--- src/rtl/hilo_muldiv.sv ---
// HI/LO multiply/divide unit: pipelined-latency multiply, restoring divide,
// MTHI/MTLO writes, flush and divide-by-zero reporting.
module hilo_muldiv #(
  parameter int WIDTH   = 32,
  parameter int MUL_LAT = 2
) (
  input  logic             clk,
  input  logic             resetn,
  input  logic             op_valid,
  input  logic [2:0]       op,
  input  logic [WIDTH-1:0] a,
  input  logic [WIDTH-1:0] b,
  input  logic             flush,
  output logic             busy,
  output logic             done,
  output logic             div_zero,
  output logic [WIDTH-1:0] hi,
  output logic [WIDTH-1:0] lo
);

  localparam int CW = $clog2(WIDTH + MUL_LAT + 2);

  typedef enum logic [1:0] {IDLE = 2'd0, MUL = 2'd1, DIV = 2'd2, FIX = 2'd3} state_t;

  state_t             state_r, state_s;
  logic [CW-1:0]      cnt_r;
  logic [WIDTH-1:0]   opa_r, opb_r, quo_r, rem_r, dvs_r;
  logic               sgn_r, qneg_r, rneg_r, bzero_r;
  logic               mul_wr_s, div_wr_s, mthi_s, mtlo_s, start_mul_s, start_div_s;
  logic [2*WIDTH-1:0] ax_s, bx_s, prod_s;
  logic [WIDTH:0]     rem_sh_s, trial_s;
  logic [WIDTH-1:0]   q_fix_s, r_fix_s, abs_a_s, abs_b_s;
  logic               a_neg_s, b_neg_s;

  function automatic logic [WIDTH-1:0] cond_neg(input logic [WIDTH-1:0] v, input logic neg);
    cond_neg = neg ? (~v + WIDTH'(1'b1)) : v;
  endfunction

  // Next-state and write strobes
  always_comb begin
    state_s     = state_r;
    mul_wr_s    = 1'b0;
    div_wr_s    = 1'b0;
    mthi_s      = 1'b0;
    mtlo_s      = 1'b0;
    start_mul_s = 1'b0;
    start_div_s = 1'b0;
    case (state_r)
      IDLE: begin
        if (op_valid && !flush) begin
          case (op)
            3'b000, 3'b001: begin start_mul_s = 1'b1; state_s = MUL; end
            3'b010, 3'b011: begin start_div_s = 1'b1; state_s = DIV; end
            3'b100:         mthi_s = 1'b1;
            3'b101:         mtlo_s = 1'b1;
            default:        state_s = IDLE;
          endcase
        end else begin
          state_s = IDLE;
        end
      end
      MUL: begin
        if (flush) begin
          state_s = IDLE;
        end else if (cnt_r == CW'(MUL_LAT)) begin
          mul_wr_s = 1'b1;
          state_s  = IDLE;
        end else begin
          state_s = MUL;
        end
      end
      DIV: begin
        if (flush) begin
          state_s = IDLE;
        end else if (cnt_r == CW'(WIDTH - 1)) begin
          state_s = FIX;
        end else begin
          state_s = DIV;
        end
      end
      FIX: begin
        if (flush) begin
          state_s = IDLE;
        end else begin
          div_wr_s = 1'b1;
          state_s  = IDLE;
        end
      end
      default: state_s = IDLE;
    endcase
  end

  // Datapath: product, one restoring step, sign fix-up, operand magnitudes
  always_comb begin
    ax_s     = sgn_r ? {{WIDTH{opa_r[WIDTH-1]}}, opa_r} : {{WIDTH{1'b0}}, opa_r};
    bx_s     = sgn_r ? {{WIDTH{opb_r[WIDTH-1]}}, opb_r} : {{WIDTH{1'b0}}, opb_r};
    prod_s   = ax_s * bx_s;
    rem_sh_s = {rem_r, quo_r[WIDTH-1]};
    trial_s  = rem_sh_s - {1'b0, dvs_r};
    q_fix_s  = cond_neg(quo_r, qneg_r);
    r_fix_s  = cond_neg(rem_r, rneg_r);
    a_neg_s  = !op[0] && a[WIDTH-1];
    b_neg_s  = !op[0] && b[WIDTH-1];
    abs_a_s  = cond_neg(a, a_neg_s);
    abs_b_s  = cond_neg(b, b_neg_s);
  end

  // State register
  always_ff @(posedge clk or negedge resetn) begin
    if (!resetn) state_r <= IDLE;
    else         state_r <= state_s;
  end

  // Operand latches, iteration state, HI/LO and status outputs
  always_ff @(posedge clk or negedge resetn) begin
    if (!resetn) begin
      cnt_r    <= {CW{1'b0}};
      opa_r    <= {WIDTH{1'b0}};
      opb_r    <= {WIDTH{1'b0}};
      quo_r    <= {WIDTH{1'b0}};
      rem_r    <= {WIDTH{1'b0}};
      dvs_r    <= {WIDTH{1'b0}};
      sgn_r    <= 1'b0;
      qneg_r   <= 1'b0;
      rneg_r   <= 1'b0;
      bzero_r  <= 1'b0;
      busy     <= 1'b0;
      done     <= 1'b0;
      div_zero <= 1'b0;
      hi       <= {WIDTH{1'b0}};
      lo       <= {WIDTH{1'b0}};
    end else begin
      busy     <= (state_s != IDLE);
      done     <= mul_wr_s | div_wr_s | mthi_s | mtlo_s;
      div_zero <= div_wr_s & bzero_r;
      if (start_mul_s) begin
        opa_r <= a;
        opb_r <= b;
        sgn_r <= ~op[0];
        cnt_r <= CW'(1);
      end else if (start_div_s) begin
        opa_r   <= a;
        quo_r   <= abs_a_s;
        dvs_r   <= abs_b_s;
        rem_r   <= {WIDTH{1'b0}};
        qneg_r  <= a_neg_s ^ b_neg_s;
        rneg_r  <= a_neg_s;
        bzero_r <= (b == {WIDTH{1'b0}});
        cnt_r   <= {CW{1'b0}};
      end else if (state_r == MUL) begin
        cnt_r <= cnt_r + CW'(1);
      end else if (state_r == DIV) begin
        cnt_r <= cnt_r + CW'(1);
        // A clear borrow bit means the divisor fits: keep the difference
        if (!trial_s[WIDTH]) begin
          rem_r <= trial_s[WIDTH-1:0];
          quo_r <= {quo_r[WIDTH-2:0], 1'b1};
        end else begin
          rem_r <= rem_sh_s[WIDTH-1:0];
          quo_r <= {quo_r[WIDTH-2:0], 1'b0};
        end
      end
      if (mthi_s) hi <= a;
      if (mtlo_s) lo <= a;
      if (mul_wr_s) {hi, lo} <= prod_s;
      if (div_wr_s) begin
        if (bzero_r) begin
          hi <= opa_r;
          lo <= {WIDTH{1'b1}};
        end else begin
          hi <= r_fix_s;
          lo <= q_fix_s;
        end
      end
    end
  end

endmodule
--- config.mk ---
export PLATFORM = sky130hd
export DESIGN_NAME = hilo_muldiv
export DESIGN_NICKNAME = d
export VERILOG_FILES = /design/src/rtl/hilo_muldiv.sv
export SDC_FILE = /design/constraint.sdc
export NUM_CORES = 2
export LEC_CHECK = 0
export ABC_AREA = 1
export BUFFER_PORTS_ARGS = -buffer_cell sky130_fd_sc_hd__clkbuf_2
export CAP_MARGIN = 20
export CORE_ASPECT_RATIO = 0.8
export CORE_MARGIN = 3
export CORE_UTILIZATION = 65
export DETAILED_ROUTE_END_ITERATION = 7
export GPL_TIMING_DRIVEN = 1
export PLACE_DENSITY = 0.9
export SLEW_MARGIN = 10
export SYNTH_ARGS = -nofsm -noshare
export SYNTH_HDL_FRONTEND = slang
export SYNTH_SLANG_ARGS = --single-unit
--- constraint.sdc ---
create_clock -name clk -period 16.85 [get_ports clk]
set_clock_uncertainty 0.15 [all_clocks]
set_input_delay 2.5275 -clock clk [delete_from_list [all_inputs] [get_ports clk]]
set_output_delay 2.5275 -clock clk [all_outputs]
set_load 0.05 [all_outputs]
==> impl_metrics.yaml <==
clocking:
  root_buffer: "clkbuf_16"
  post_cts_buffers: 0
  clkLatencyLatePin_ps: 590
  cts_sinks: 239
  cts_resized: 0
  numCtsBuffers: 28
  hold_buffers: 0
  h-tree-depth: 1
  clk_pin_slew_ps: 70
  cts_buffer_depth: 3
  cts_tree: "built"
yosys:
  yosysWarningCount: 0
  ys_seq_area_share_pct: 9.089
  yosysUniqueCellTypes: 68
  netlist_area_mm2: 0.06580
  syn-num-nets: 10280
  synth-main-ff-cell: "dfrtp_1"
  yosys-top-cells-area: "fa_1 (43%), inv_1 (14%), nand2_1 (11%)"
  yosys.area.top_type: "fa_1"
  synth.most_common_cell: "inv_1"
  synth_common_cells: "inv_1 (2463), nand2_1 (1974), fa_1 (1420), nor2_1 (351), ha_1 (350)"
  avgSynthCellArea_um2: 7.794
  syn_inst: 8442
  yosysTopAreaCellShare_pct: 43.20
  synth_edf_count: 0
  ys_ff_latch: 239
  async_flop_share_pct: 100.0
routing:
  wl_per_cell_um: 24.55
  dr.pass1.iters: 8
  via_per_inst: 5.905
  via_count: 57250
  remaining_drc_errors: 1
  ant_nets: 0
  routed_wl_um: 238100
  drt_iter0_markers: 7253
timing:
  rsz0062_at_grt: "no"
  finalSetupTns_ps: 0
  tightest_slew_ps: 1179
  max_freq_mhz: 86.25
  hold_viol: 0
  slew_headroom_pct: 20.55
  post-route-period-util_pct: 68.81
  drv_slew: 0
  setup_viol: 0
  fin_crit_ps: 11590
final_layout:
  multi_input_area_mm2: 0.04906
  drive_gt1_share_pct: 4.861
  nets: 10190
  n_fill_cell: 7896
  areaGrowthSynthToFinish_pct: 4.113
  seq_area_mm2: 0.005987
grt:
  grt_pass1_vias: 60150
  grt_start_max_net_pins: 108
  antenna_found_initial: 13
  grt_pass1_wl_um: 361900
  grt_util_all_layers_pct: 46.31
  grt.overflow.total: 0
placed_design:
  port_buffers: 137
  finalWeightedCongestion: 1.083
  dp_hpwl_um: 194300
setup_path:
  worst_setup_path_end_kind: "flop"
  max_stage_delay_ps: 910
  worstPathRequired_ps: 17190
  timing.critical_path.mode_cell: "fa_1"
  start_kind: "flop"
  cp_max_fo: 34
  arrival_ps: 11930
  critical_path_class: "flop to flop"
  crit_path_top_delay_cell: "fa_1"
floorplanning:
  rows: 103
  fp.dieW_um: 361.7
  fp.dieArea_mm2: 0.1051
  pin_count: 138
  die_h_um: 290.6
  core_area_mm2: 0.09949
  initial_core_util_pct: 66.14
status:
  violations: "DRC"
  outcome: "finished, violations left"
min_path:
  hp-class: "flop to flop"
job:
  max_cap_violations: 0
## cell families after synthesis
| group | after synthesis | synth area share [%] |
|---|---|---|
| flops | 239 | 9.089 |
| fa+ha+maj | 1770 | 49.86 |
| buf+inv | 2846 | 16.36 |
| simple gates | 2703 | 16.73 |
| compound gates | 781 | 6.587 |
| xor+xnor | 103 | 1.371 |
## per-layer routing
metal  global-route usage, %  vias to the layer above  part of all wire, %
met5                  0.2280                        -                0.039
met4                   20.12                       12                  5.6
met3                   18.50                      856                   16
met2                   64.79                     4438                   41
met1                   64.04                    27900                   38
li1                        -                    24050                    -
## path summary, 6_finish.rpt
path	start	end	slack (ps)	cells after the start
worst max-delay path	opa_r[31]	hi[29]	5260	32
worst min-delay path	lo[2]	lo[2]	330	1
worst max register to register	opa_r[31]	hi[29]	5260	32
worst min register to register	lo[2]	lo[2]	330	1
max in group asynchronous	resetn	opb_r[24]	12950	2
min in group asynchronous	resetn	lo[7]	1850	1
## final cells by class
| class | count | share of cell area, % |
|---|---|---|
| Multi-Input combinational cell | 5357 | 71.62 |
| Inverter | 2493 | 13.66 |
| Sequential cell | 239 | 8.739 |
| Tap cell | 1312 | 2.396 |
| Timing Repair Buffer | 231 | 2.042 |
| Clock buffer | 34 | 1.100 |
| Clock inverter | 18 | 0.4036 |
| Antenna cell | 12 | 0.04383 |
## through the flow
| step | hold slack [ps] | area, um^2 | setup slack [ps] | utilization [%] | cells |
|---|---|---|---|---|---|
| 6_report | 327.9 | 68510 | 5256 | 68.86 | 9696 |
| 5_1_grt | 355.0 | 68490 | 4855 | 68.84 | 9688 |
| 4_1_cts | 333.2 | 68450 | 5606 | 68.80 | 9681 |
| 3_5_place_dp | 317.6 | 67420 | 5659 | 67.77 | 9629 |
| 3_3_place_gp | 314.0 | 67420 | 5987 | 67.76 | 9628 |
| 2_1_floorplan | 303.0 | 65800 | 7966 | - | 8442 |
## critical path: cells and delay by family, from the launching register on
kind / cells / cell delay [ps]
and+or+nand+nor: 6 / 1030
DFF: 1 / 360
buffers and inverters: 9 / 2040
AOI/OAI and AO/OA: 6 / 1700
adders and majority gates: 11 / 6150
## layout by cell type (no fill, tap or decap), drive strengths merged, types with 14 or more instances in the layout
cell type and count:
nand4 39, inv 2490, ha 350, nor2 376, xnor2 33, o21ai 385, a21oi 258, clkinv 14
fa 1420, xor2 70, buf 92, a31oi 19, o211ai 30, nand3 188, or2 15, o21bai 16
clkbuf 173, nand2 1993, dfrtp 239, nor3 64
## flip-flops by register name, summed over array words and instances, names as in the netlist, 2 cells and up
name and count:
cnt_r 6, quo_r 32, rem_r 32, opa_r 32, opb_r 32, state_r 2, dvs_r 32, hi 32
lo 32
Power is left out: the tool's default activity adds up to more than one toggle a clock period on the data nets, which glitch-free logic cannot reach.
